**src/rtl/ceespu_lsu.sv**
```systemverilog
`default_nettype none
// ============================================================================
//  Module   : ceespu_lsu
//  Purpose  : Load/store unit. Forms the effective address, validates the
//             operation (legal kind/size, natural alignment), then drives
//             one word-aligned bus transaction with byte enables and
//             lane-replicated write data. It waits up to 16 cycles for an
//             acknowledge before giving up. Read data and the lane/sign
//             select are handed to the execute stage.
//  Ports    : I_clk, I_rst (async, active-low)
//             I_valid, I_load, I_store, I_size, I_signed   - op from decode
//             I_base, I_offset, I_storeData                - operands
//             O_req, O_wr, O_addr, O_be, O_wdata           - bus request
//             I_ack, I_rdata                               - bus response
//             O_memA, O_selMem                             - to execute
//             O_busy, O_done, O_fault                      - status
//  Revision : 1.0 - initial release
// ============================================================================
module ceespu_lsu (
  input  logic        I_clk,
  input  logic        I_rst,
  input  logic        I_valid,
  input  logic        I_load,
  input  logic        I_store,
  input  logic [1:0]  I_size,
  input  logic        I_signed,
  input  logic [31:0] I_base,
  input  logic [15:0] I_offset,
  input  logic [31:0] I_storeData,
  output logic        O_req,
  output logic        O_wr,
  output logic [31:0] O_addr,
  output logic [3:0]  O_be,
  output logic [31:0] O_wdata,
  input  logic        I_ack,
  input  logic [31:0] I_rdata,
  output logic [31:0] O_memA,
  output logic [3:0]  O_selMem,
  output logic        O_busy,
  output logic        O_done,
  output logic        O_fault
);

  localparam logic [1:0] c_SIZE_WORD = 2'd0;
  localparam logic [1:0] c_SIZE_HALF = 2'd1;
  localparam logic [1:0] c_SIZE_BYTE = 2'd2;
  localparam logic [1:0] c_SIZE_ILL  = 2'd3;
  localparam logic [3:0] c_WAIT_LAST = 4'd15;

  typedef enum logic [0:0] {
    ST_IDLE   = 1'b0,
    ST_ACCESS = 1'b1
  } state_t;

  state_t      r_state;
  logic [3:0]  r_wait;

  logic [31:0] w_ea;
  logic        w_start;
  logic        w_illegal;
  logic        w_misalign;
  logic [3:0]  w_be;
  logic [31:0] w_wdata;
  logic [2:0]  w_sel;

  // Offset is sign-extended; the 32-bit add wraps and drops its carry.
  assign w_ea       = I_base + {{16{I_offset[15]}}, I_offset};
  assign w_start    = I_valid & (I_load | I_store);
  assign w_illegal  = (I_load & I_store) | (I_size == c_SIZE_ILL);
  assign w_misalign = ((I_size == c_SIZE_HALF) & w_ea[0]) |
                      ((I_size == c_SIZE_WORD) & (w_ea[1:0] != 2'b00));

  // Lane decode. Loads use the same enables as stores, so the bus sees
  // exactly the bytes being accessed.
  always_comb begin
    w_be    = 4'b0000;
    w_wdata = I_storeData;
    w_sel   = 3'b000;
    case (I_size)
      c_SIZE_WORD: begin
        w_be    = 4'b1111;
        w_wdata = I_storeData;
        w_sel   = 3'b000;
      end
      c_SIZE_HALF: begin
        w_be    = w_ea[1] ? 4'b1100 : 4'b0011;
        w_wdata = {2{I_storeData[15:0]}};
        w_sel   = {2'b01, w_ea[1]};
      end
      c_SIZE_BYTE: begin
        w_be    = 4'b0001 << w_ea[1:0];
        w_wdata = {4{I_storeData[7:0]}};
        w_sel   = {1'b1, w_ea[1:0]};
      end
      default: begin
        w_be    = 4'b0000;
        w_wdata = I_storeData;
        w_sel   = 3'b000;
      end
    endcase
  end

  // Bus outputs are only written at accept, so they hold steady for the
  // whole request. O_wr also tells the ack path whether to capture data.
  always_ff @(posedge I_clk or negedge I_rst) begin
    if (!I_rst) begin
      r_state  <= ST_IDLE;
      r_wait   <= 4'd0;
      O_req    <= 1'b0;
      O_wr     <= 1'b0;
      O_addr   <= 32'd0;
      O_be     <= 4'd0;
      O_wdata  <= 32'd0;
      O_memA   <= 32'd0;
      O_selMem <= 4'd0;
      O_busy   <= 1'b0;
      O_done   <= 1'b0;
      O_fault  <= 1'b0;
    end else begin
      O_done  <= 1'b0;
      O_fault <= 1'b0;
      case (r_state)
        ST_IDLE: begin
          if (w_start) begin
            if (w_illegal | w_misalign) begin
              O_fault <= 1'b1;
            end else begin
              O_req    <= 1'b1;
              O_busy   <= 1'b1;
              O_wr     <= I_store;
              O_addr   <= {w_ea[31:2], 2'b00};
              O_be     <= w_be;
              O_wdata  <= w_wdata;
              O_selMem <= {I_signed, w_sel};
              r_wait   <= 4'd0;
              r_state  <= ST_ACCESS;
            end
          end
        end
        ST_ACCESS: begin
          // Ack takes priority, so an ack on the final wait cycle succeeds.
          if (I_ack) begin
            O_req   <= 1'b0;
            O_busy  <= 1'b0;
            O_done  <= 1'b1;
            if (!O_wr) begin
              O_memA <= I_rdata;
            end
            r_state <= ST_IDLE;
          end else if (r_wait == c_WAIT_LAST) begin
            O_req   <= 1'b0;
            O_busy  <= 1'b0;
            O_fault <= 1'b1;
            r_state <= ST_IDLE;
          end else begin
            r_wait <= r_wait + 4'd1;
          end
        end
        default: begin
          r_state <= ST_IDLE;
        end
      endcase
    end
  end

endmodule
`default_nettype wire

```
**config.mk**
```make
export PLATFORM = sky130hd
export DESIGN_NAME = ceespu_lsu
export DESIGN_NICKNAME = d
export VERILOG_FILES = /design/src/rtl/ceespu_lsu.sv
export SDC_FILE = /design/constraint.sdc
export NUM_CORES = 1
export LEC_CHECK = 0
export CAP_MARGIN = 5
export CORE_ASPECT_RATIO = 1.2
export CORE_MARGIN = 1.5
export CORE_UTILIZATION = 46
export CTS_CLUSTER_DIAMETER = 80
export DETAILED_ROUTE_END_ITERATION = 10
export MAX_ROUTING_LAYER = met4
export PLACE_DENSITY = 0.81
export SYNTH_ARGS = -nofsm -noshare
export SYNTH_HDL_FRONTEND = slang
export SYNTH_SLANG_ARGS = --single-unit
```
**constraint.sdc**
```tcl
create_clock -name I_clk -period 2.6 [get_ports I_clk]
set_clock_uncertainty 0.2 [all_clocks]
set_input_delay 0.52 -clock I_clk [delete_from_list [all_inputs] [get_ports I_clk]]
set_output_delay 0.52 -clock I_clk [all_outputs]
set_load 0.05 [all_outputs]
```
==> summary.log, run 1 <==
INFO  outcome        outcome=finished with violations
INFO  outcome        violated_checks=setup timing
INFO  synth          synth_top_cells_by_count=sky130_fd_sc_hd__dfrtp_1, sky130_fd_sc_hd__nand2_1, sky130_fd_sc_hd__o21ai_0
INFO  synth          number_of_cells_produced_by_synthesis=703
INFO  worst_hold_path worstHoldPathCells=2
INFO  global_route   antenna_found_initial=0
INFO  pwr            p_clk_frac=0.139
INFO  worst_hold_path holdCritPathClass=flop to flop
INFO  worst_setup_path r2r_setup_slack=0.55ns
INFO  pwr            net-switching-power=0.004881W
INFO  finish         nNetsFinal=1214
INFO  pwr            worst_ir_drop_vdd=0.0008556V
INFO  floorplanning  rows=47
INFO  global_route   grt_first_pass_wirelength=35.97mm
INFO  cts            cts.htree.levels=3
INFO  synth          synth_area_leader_cell=sky130_fd_sc_hd__dfrtp_1
INFO  timing         final.hold.worst_slack=0.2810ns
INFO  timing         slew_limit_headroom=0.5922
INFO  worst_hold_path hold_end=O_wdata[3]
INFO  worst_setup_path rr_endpoint=O_addr[10]
INFO  worst_setup_path crit_path_max_fo=4
INFO  cts            clockBufferDepth=2
INFO  synth          synthesis.yosys.warnings=0
INFO  timing         fin_crit=2.656ns
INFO  placement      gp_congestion=0.9732
INFO  worst_setup_path cp_cell_sequence=dlygate4sd2_1 > ha_4 > and4_4 > and2_1 > o21ai_0 > buf_4 > a31oi_1 > and2_1 > nor4_4 > nor4_4
INFO  synth          sequential_element_share_of_the_synthesized_area=0.4279
INFO  synth          yosys_most_used_dff=sky130_fd_sc_hd__dfrtp_1
INFO  worst_hold_path min_from=O_wdata[3]
INFO  pwr            combinationalPowerShare=0.585
INFO  worst_setup_path required=2.65ns
INFO  worst_setup_path timing.reg2reg.worst_path_depth=6
INFO  timing         final_worst_setup_slack=-0.05613ns
INFO  global_route   overflow=0
INFO  pwr            sw_frac_of_total=0.4797
INFO  finish         filler_cell_count=818
INFO  floorplanning  placeableCoreArea=13820squm
INFO  finish         insertedDiodeCount=0
INFO  finish         final_design_area_no_fill=11010squm
INFO  route          route.detailed.vias_per_inst=5.877
INFO  route          drtPass1Iterations=5
INFO  synth          synth_enable_flop_cells=0
INFO  cts            clk_root_buffer_cell=sky130_fd_sc_hd__clkbuf_16
INFO  placement      dpl.hpwl=16.21mm
INFO  pwr            cellPowerDensity=924.0nW/um^2
INFO  route          drt-total-wl=24.58mm
INFO  timing         finalHoldViolations=0
INFO  finish         area_growth=69.68%
INFO  global_route   maximum_number_of_pins_on_one_net_before_global_route_repair=44
INFO  pwr            cellLeakagePower=4.873nW
INFO  synth          ys_async_sr_fraction=1.000
INFO  worst_setup_path cp-start-kind=primary input
INFO  timing         part_of_the_cycle_the_worst_path_needs=1.022
INFO  worst_setup_path critical_path_buf_inv_count=2
INFO  worst_setup_path r2r_start=r_state
INFO  synth          post-synth-top-area-fraction=0.4279
INFO  floorplanning  initial_utilization=0.4697
INFO  finish         drive_gt1_frac=0.2903
INFO  timing         report.final.slew_viol_count=0
INFO  cts            clock_insertion_delay_worst_skew=0.34ns
INFO  timing         achievable-frequency=376.5MHz
INFO  placement      portBuffers=227
INFO  run            max_cap_violations=0
INFO  route          detailedRoute.firstIterationViolations=587
INFO  worst_setup_path critical_path_class=primary input to flop
INFO  global_route   number_of_global_route_vias_before_repair=7100
INFO  synth          syn-mean-instance-area=9.234squm
INFO  route          drc_errors=0
INFO  worst_setup_path arrival=2.70ns
INFO  synth          synth_area_leaders=sky130_fd_sc_hd__dfrtp_1, sky130_fd_sc_hd__ha_1, sky130_fd_sc_hd__nand2_1
INFO  floorplanning  dieWidth=111.4um
INFO  synth          netlist-cell-type-count=71
INFO  floorplanning  floorplan.die.height=133.1um
INFO  cts            clkSinkCount=111
INFO  route          total_via_count_in_the_routed_design=7241
INFO  finish         final_cell_count_no_fill=1232
INFO  placement      postPlaceCellArea=9945squm
INFO  cts            cts_tree=built
INFO  pwr            power.internal=0.005295W
INFO  worst_setup_path cell_family_with_most_cp_delay=simple AND/OR/NAND/NOR gates
INFO  synth          synthesis.area=6491squm
INFO  timing         tightestPinTransition=0.6117ns
INFO  timing         fin_setup_tns=-0.1422ns
INFO  worst_setup_path worst_path_largest_cell_delay=0.31ns
INFO  cts            clk_transition_reported_paths=0.08ns
INFO  timing         setup-violations-final=5
INFO  cts            numCtsBuffers=9
INFO  worst_setup_path critical-path-slowest-cell=sky130_fd_sc_hd__and2_1
INFO  route          antenna_violating_nets_post_route=0
INFO  synth          synth_seq_cells=111
INFO  pwr            share_seq_of_total_power=0.276
INFO  floorplanning  dieArea=14840squm
INFO  global_route   grt_util_all_layers=0.3124
INFO  route          routedWlPerCell=19.95um
INFO  placement      dp_cells=1195
INFO  worst_setup_path setup.worst_path.end_class=flop
INFO  floorplanning  floorplan.io_pins=230
metrics by stage:
stage	total power [W]	worst slack, ns	utilization
6_report	0.01018	-0.05613	0.7970
4_1_cts	0.009996	-0.05263	0.7766
5_1_grt	0.01058	-0.1088	0.7970
2_1_floorplan	0.006266	-0.02424	-
3_3_place_gp	0.008373	-0.7099	0.7196
3_5_place_dp	0.008492	-0.7770	0.7196
repair_timing:
action                                 CTS  global route
hold buffers                             1             0
buffers inserted                        12            10
gates cloned                             1             0
setup endpoints to repair               73            56
endpoints found under the hold margin    6             0
pin swaps                               34            44
gates resized for setup                 88            66
area by class of cell:
cell class                      instances  area (sq um)  share of cell area
Clock buffer                           11         242.7             0.02204
Sequential cell                       111          2778              0.2522
Inverter                               16         60.06            0.005453
Timing Repair Buffer                  386          3553              0.3226
Tap cell                              171         214.0             0.01943
Clock inverter                          5         47.55            0.004317
Multi-Input combinational cell        532          4119              0.3740
cell families (layout without fill, tap and decap cells):
logic type | Yosys count | after routing | share of synthesized area
fa+ha+maj | 38 | 38 | 0.07402
flops | 111 | 111 | 0.4279
compound gates | 210 | 210 | 0.2167
simple gates | 232 | 232 | 0.1586
buf+inv | 61 | 418 | 0.04086
other cells | 1 | 2 | 0.0005777
xor+xnor | 15 | 15 | 0.02024
mux | 35 | 35 | 0.06110
state kept, by name, indices dropped and copies added, names as in the netlist, 4 cells and up:
| name | flops |
|---|---|
| O_memA | 32 |
| O_wdata | 32 |
| O_selMem | 4 |
| O_be | 4 |
| r_wait | 4 |
| O_addr | 30 |
worst min-delay path: cells and delay by family (launching register included):
kind / cells / cell delay [ns]
flops: 1 / 0.35
simple gates: 2 / 0.10
power by group through the flow:
stage	Clock (W)	Combinational, W	Sequential [W]
2_1_floorplan	0	0.00114	0.00513
3_3_place_gp	0	0.00559	0.00278
3_5_place_dp	0	0.00567	0.00282
4_1_cts	0.00140	0.00581	0.00279
5_1_grt	0.00150	0.00620	0.00288
6_report	0.00141	0.00595	0.00281
worst max path at each step:
stage                      from    endpoint  slack [ns]  depth (start not counted)
floorplan             I_base[0]  O_addr[22]       -0.02                         11
CTS                  I_base[12]  O_addr[26]       -0.05                          9
global placement      I_base[0]  O_addr[20]       -0.71                         12
detailed placement    I_base[0]  O_addr[26]       -0.78                         11
global route        I_offset[9]  O_addr[31]       -0.11                         10
finish              I_offset[9]  O_addr[31]       -0.06                         10
layout by cell type, fill, tap and decap left out, types with 6 or more instances in the layout:
cell type / instances
sky130_fd_sc_hd__clkbuf_16: 9
sky130_fd_sc_hd__nand4_1: 12
sky130_fd_sc_hd__nand2_1: 108
sky130_fd_sc_hd__nor2_1: 42
sky130_fd_sc_hd__dlygate4sd2_1: 18
sky130_fd_sc_hd__clkdlybuf4s50_1: 189
sky130_fd_sc_hd__a21o_1: 9
sky130_fd_sc_hd__dlymetal6s2s_1: 13
sky130_fd_sc_hd__ha_1: 11
sky130_fd_sc_hd__o31ai_1: 9
sky130_fd_sc_hd__ha_4: 25
sky130_fd_sc_hd__nor2b_1: 6
sky130_fd_sc_hd__inv_1: 13
sky130_fd_sc_hd__o21a_1: 10
sky130_fd_sc_hd__xor2_1: 7
sky130_fd_sc_hd__xnor2_1: 8
sky130_fd_sc_hd__o21ai_1: 6
sky130_fd_sc_hd__a221o_1: 7
sky130_fd_sc_hd__buf_4: 146
sky130_fd_sc_hd__a21oi_1: 27
sky130_fd_sc_hd__a221oi_1: 8
sky130_fd_sc_hd__buf_12: 6
sky130_fd_sc_hd__a21oi_2: 15
sky130_fd_sc_hd__nand3_1: 16
sky130_fd_sc_hd__nor3_1: 9
sky130_fd_sc_hd__a31oi_1: 8
sky130_fd_sc_hd__dfrtp_1: 111
sky130_fd_sc_hd__mux2_2: 32
sky130_fd_sc_hd__buf_6: 8
sky130_fd_sc_hd__o21ai_0: 57
per-layer routing:
layer  global-route usage  part of all wire  vias up
met5                    -                 0        -
met4               0.1259             0.053        0
met3              0.05278             0.075      116
met2               0.5624              0.52      442
met1               0.3429              0.35     3434
li1                     -                 -     3249
(Power assumes the default switching activity.)
==> inputs of run 2 (changes only) <==
--- a/config.mk
+++ b/config.mk
@@ -6,13 +6,14 @@
 export NUM_CORES = 1
 export LEC_CHECK = 0
 export CAP_MARGIN = 5
-export CORE_ASPECT_RATIO = 1.2
+export CORE_ASPECT_RATIO = 0.6
 export CORE_MARGIN = 1.5
 export CORE_UTILIZATION = 46
 export CTS_CLUSTER_DIAMETER = 80
 export DETAILED_ROUTE_END_ITERATION = 10
 export MAX_ROUTING_LAYER = met4
 export PLACE_DENSITY = 0.81
+export SETUP_SLACK_MARGIN = 0.4
 export SYNTH_ARGS = -nofsm -noshare
 export SYNTH_HDL_FRONTEND = slang
 export SYNTH_SLANG_ARGS = --single-unit
==> constraint.sdc (replaced) <==
create_clock -name I_clk -period 2.64 [get_ports I_clk]
set_clock_uncertainty 0.2 [all_clocks]
set_input_delay 0.528 -clock I_clk [delete_from_list [all_inputs] [get_ports I_clk]]
set_output_delay 0.528 -clock I_clk [all_outputs]
set_load 0.05 [all_outputs]
==> summary.log, run 2 <==
INFO  outcome        outcome=did not finish [was finished with violations]
INFO  outcome        flow.stopped_at=5_1_grt
INFO  outcome        run.stop_error=[ERROR GRT-0232] Routing congestion too high. Check the congestion heatmap in the GUI.
INFO  global_route   maximum_number_of_pins_on_one_net_before_global_route_repair=45
INFO  synth          synth_enable_flop_cells=0 [unchanged]
INFO  synth          yosys_most_used_dff=sky130_fd_sc_hd__dfrtp_1 [unchanged]
INFO  synth          sequential_element_share_of_the_synthesized_area=0.4279 [unchanged]
INFO  placement      dp_cells=1220 [was 1195]
INFO  synth          synth_area_leader_cell=sky130_fd_sc_hd__dfrtp_1 [unchanged]
INFO  global_route   overflow=50
INFO  synth          synthesis.yosys.warnings=0 [unchanged]
INFO  global_route   grt_util_all_layers=0.7624
INFO  cts            numCtsBuffers=9 [unchanged]
INFO  placement      gp_congestion=0.9453 [was 0.9732]
INFO  floorplanning  floorplan.io_pins=230 [unchanged]
INFO  synth          syn-mean-instance-area=9.234squm [unchanged]
INFO  floorplanning  floorplan.die.height=95.02um [was 133.1 um]
INFO  floorplanning  dieWidth=156.4um [was 111.4 um]
INFO  synth          synth_top_cells_by_count=sky130_fd_sc_hd__dfrtp_1, sky130_fd_sc_hd__nand2_1, sky130_fd_sc_hd__o21ai_0 [unchanged]
INFO  placement      portBuffers=227 [unchanged]
INFO  cts            clk_root_buffer_cell=sky130_fd_sc_hd__clkbuf_16 [unchanged]
INFO  synth          number_of_cells_produced_by_synthesis=703 [unchanged]
INFO  synth          ys_async_sr_fraction=1.000 [unchanged]
INFO  cts            cts.htree.levels=3 [unchanged]
INFO  synth          synth_area_leaders=sky130_fd_sc_hd__dfrtp_1, sky130_fd_sc_hd__ha_1, sky130_fd_sc_hd__nand2_1 [unchanged]
INFO  synth          post-synth-top-area-fraction=0.4279 [unchanged]
INFO  placement      dpl.hpwl=17.21mm [was 16.21 mm]
INFO  timing         endpoint_type=register data pin
INFO  cts            clockBufferDepth=2 [unchanged]
INFO  synth          synthesis.area=6491squm [unchanged]
INFO  placement      placement.setup.worst_slack=-0.8491ns [was -0.7770 ns]
INFO  synth          synth_seq_cells=111 [unchanged]
INFO  floorplanning  rows=33 [was 47]
INFO  cts            clkSinkCount=111 [unchanged]
INFO  floorplanning  initial_utilization=0.4735 [was 0.4697]
INFO  timing         repair-timing-grt-worst-ep=O_addr[30]$_DFFE_PN0P_/D
INFO  synth          netlist-cell-type-count=71 [unchanged]
==> run 2: cell counts after synthesis <==
No cell type changed its count.
==> run 2: per-layer routing <==
| metal | overflow | track usage |
|---|---|---|
| met5 | - | - |
| met4 | 21 | 0.7532 |
| met3 | 0 | 0.5764 |
| met2 | 28 | 0.9285 |
| met1 | 1 | 0.7545 |
==> run 2: kinds of logic after synthesis <==
kind of cell               share of synthesized area
DFF                                           0.4279
buffers and inverters                        0.04086
muxes                                        0.06110
adders and majority gates                    0.07402
AOI/OAI and AO/OA                             0.2167
other                                      0.0005777
and+or+nand+nor                               0.1586
xor gates and xnor gates                     0.02024
==> run 2: metrics by stage <==
| stage | cell area (sq um) | TNS, ns | hold WS (ns) |
|---|---|---|---|
| after floorplan | 6638 | 0 | 0.03241 |
| after global placement | 10000 | -42.66 | 0.2500 |
| after detailed placement | 10000 | -46.04 | 0.2555 |
| after CTS | 12030 | 0 | 0.2820 |
==> run 2: what timing repair did <==
| item | in CTS |
|---|---|
| endpoints found under the hold margin | 35 |
| setup buffers | 55 |
| pin swaps | 129 |
| cloned | 13 |
| resized for setup | 453 |
| hold buffers | 1 |
| setup endpoints to repair | 176 |
==> inputs of run 3 (changes only) <==
==> config.mk (replaced) <==
export PLATFORM = sky130hd
export DESIGN_NAME = ceespu_lsu
export DESIGN_NICKNAME = d
export VERILOG_FILES = /design/src/rtl/ceespu_lsu.sv
export SDC_FILE = /design/constraint.sdc
export NUM_CORES = 1
export LEC_CHECK = 0
export CAP_MARGIN = 5
export CORE_MARGIN = 1.5
export CORE_UTILIZATION = 40
export DETAILED_ROUTE_END_ITERATION = 10
export PLACE_DENSITY_LB_ADDON = 0.15
export SYNTH_ARGS = -nofsm -noshare
export SYNTH_HDL_FRONTEND = slang
export SYNTH_SLANG_ARGS = --single-unit
==> summary.log, run 3 (synthesis results as in run 1) <==
INFO  worst_setup_path r2r_start=r_state
INFO  outcome        outcome=finished with violations [was did not finish]
INFO  finish         drive_gt1_frac=0.2907
INFO  finish         area_growth=70.62%
INFO  global_route   number_of_global_route_vias_before_repair=6866
INFO  worst_setup_path r2r_setup_slack=0.64ns
INFO  cts            cts_tree=built
INFO  worst_setup_path crit_path_max_fo=4
INFO  finish         filler_cell_count=1216
INFO  cts            clk_transition_reported_paths=0.08ns
INFO  cts            clk_root_buffer_cell=sky130_fd_sc_hd__clkbuf_16 [unchanged]
INFO  placement      placement.setup.worst_slack=-0.7938ns [was -0.8491 ns]
INFO  timing         part_of_the_cycle_the_worst_path_needs=1.002
INFO  timing         slew_limit_headroom=0.6103
INFO  worst_setup_path critical-path-slowest-cell=sky130_fd_sc_hd__clkdlybuf4s50_1
INFO  finish         mostFrequentLayoutCells=sky130_fd_sc_hd__clkdlybuf4s50_1, sky130_fd_sc_hd__buf_4, sky130_fd_sc_hd__dfrtp_1, sky130_fd_sc_hd__nand2_1, sky130_fd_sc_hd__o21ai_0
INFO  route          route.detailed.vias_per_inst=5.255
INFO  global_route   antenna_found_initial=0
INFO  worst_setup_path rr_endpoint=O_wdata[28]
INFO  cts            cts.htree.levels=3 [unchanged]
INFO  finish         ff_latch_area=2778squm
INFO  floorplanning  initial_utilization=0.4086 [was 0.4735]
INFO  timing         fin_crit=2.646ns
INFO  outcome        violated_checks=setup timing
INFO  cts            clockBufferDepth=2 [unchanged]
INFO  worst_setup_path crit_cells=10
INFO  timing         setup-violations-final=1
INFO  placement      gp_congestion=0.8753 [was 0.9453]
INFO  pwr            worst_ir_drop_vdd=0.0005721V
INFO  cts            clkSinkCount=111 [unchanged]
INFO  worst_setup_path critical_path_class=primary input to flop
INFO  timing         report.final.slew_viol_count=0
INFO  floorplanning  floorplan.io_pins=230 [unchanged]
INFO  finish         nNetsFinal=1223
INFO  finish         multi_input_comb_area=4061squm
INFO  placement      dpl.hpwl=16.07mm [was 17.21 mm]
INFO  timing         fin_setup_tns=-0.005529ns
INFO  pwr            cellLeakagePower=4.843nW
INFO  route          total_via_count_in_the_routed_design=6758
INFO  worst_setup_path cp_cell_sequence=clkdlybuf4s50_1 > ha_2 > a21oi_1 > o21ai_1 > a21oi_2 > o221ai_2 > a41oi_2 > buf_4 > xor2_1 > o21ai_0
INFO  timing         achievable-frequency=378.0MHz
INFO  worst_setup_path worst_path_largest_cell_delay=0.47ns
INFO  route          drc_errors=0
INFO  placement      portBuffers=227 [unchanged]
INFO  worst_setup_path critical_path.startpoint=I_base[14]
INFO  pwr            fin_total_pwr=0.009872W
INFO  floorplanning  dieArea=17000squm
INFO  timing         finalHoldViolations=0
INFO  floorplanning  floorplan.die.height=130.4um [was 95.02 um]
INFO  worst_hold_path holdCritPathClass=flop to flop
INFO  cts            numCtsBuffers=9 [unchanged]
INFO  worst_setup_path critical_path_buf_inv_count=2
INFO  route          routedWlPerCell=16.86um
INFO  worst_setup_path cp-start-kind=primary input
INFO  cts            clock_insertion_delay_worst_skew=0.36ns
INFO  floorplanning  placeableCoreArea=15890squm
INFO  timing         tightestPinTransition=0.5828ns
INFO  global_route   grt_util_all_layers=0.2493
INFO  worst_setup_path cell_family_with_most_cp_delay=compound AO/OA/AOI/OAI gates
INFO  route          drt-total-wl=21.69mm
INFO  worst_setup_path worst_setup_path_endpoint=O_addr[21]
INFO  global_route   grt_first_pass_wirelength=33.33mm
INFO  route          detailedRoute.firstIterationViolations=274
INFO  worst_setup_path arrival=2.68ns
INFO  finish         final_cell_count_no_fill=1286
INFO  run            max_cap_violations=0
INFO  pwr            cellPowerDensity=891.4nW/um^2
INFO  worst_setup_path setup.worst_path.end_class=flop
INFO  timing         final.hold.worst_slack=0.2682ns
INFO  floorplanning  dieWidth=130.4um [was 156.4 um]
INFO  worst_setup_path required=2.68ns
INFO  finish         layout.cells.most_common=sky130_fd_sc_hd__clkdlybuf4s50_1
INFO  placement      dp_cells=1243 [was 1220]
INFO  timing         final_worst_setup_slack=-0.005529ns
INFO  global_route   maximum_number_of_pins_on_one_net_before_global_route_repair=49
INFO  floorplanning  rows=46 [was 33]
INFO  timing         rsz0062_at_grt=true
INFO  global_route   overflow=0
INFO  worst_setup_path timing.reg2reg.worst_path_depth=7
INFO  finish         largestRegisters=O_memA x32, O_wdata x32, O_addr x30
INFO  finish         insertedDiodeCount=0
INFO  route          drtPass1Iterations=5
INFO  route          antenna_violating_nets_post_route=0
-- run 3: worst register-to-register path, stage by stage (launching register included) --
cell	delay, ns
sky130_fd_sc_hd__dfrtp_1	0.47
sky130_fd_sc_hd__nor2b_1	0.19
sky130_fd_sc_hd__nand2_1	0.16
sky130_fd_sc_hd__or2_4	0.33
sky130_fd_sc_hd__buf_12	0.21
sky130_fd_sc_hd__buf_12	0.19
sky130_fd_sc_hd__nand2_1	0.07
sky130_fd_sc_hd__o21ai_0	0.08
-- run 3: timing repair --
item / 4_1_cts / 5_1_grt
hold buffers: 1 / 0
gates resized for setup: 78 / 58
buffers inserted: 16 / 9
cloned: 1 / 0
endpoints found under the setup margin: 78 / 53
hold endpoints to repair: 32 / 0
pin swaps: 35 / 38
-- run 3: area by class of cell --
| class | count | share of cell area |
|---|---|---|
| clock buffer | 10 | 0.02158 |
| clock inverter | 6 | 0.003954 |
| inverter | 16 | 0.005423 |
| multi-input combinational | 532 | 0.3667 |
| sequential | 111 | 0.2508 |
| tap | 216 | 0.02440 |
| timing repair buffer | 395 | 0.3272 |
-- run 3: routing by layer --
metal,GRT usage,vias to the layer above,share of wire
met1,0.3004,3236,0.42
li1,-,3257,-
met4,0.1041,0,0.024
met3,0.03909,36,0.066
met5,0,-,0
met2,0.4440,229,0.49
-- run 3: worst min path at each step --
stage,startpoint,end,cells past startpoint
floorplan,I_rst,O_addr[10],0
global placement,O_addr[5],O_addr[5],2
detailed placement,O_addr[5],O_addr[5],2
CTS,O_addr[5],O_addr[5],2
global route,O_addr[5],O_addr[5],2
finish,O_addr[5],O_addr[5],2
-- run 3: per-stage QoR --
stage / utilization / area (sq um)
after detailed placement: 0.6318 / 10040
after global routing: 0.6972 / 11080
final: 0.6972 / 11080
after CTS: 0.6780 / 10770
after floorplan: - / 6583
after global placement: 0.6318 / 10040
-- run 3: where the power goes --
part | total [W] | internal [W] | switching (W)
Clock | 0.00134 | 0.000675 | 0.000662
Combinational | 0.00578 | 0.00216 | 0.00362
Sequential | 0.00276 | 0.00236 | 0.000392
Total | 0.00987 | 0.00520 | 0.00468
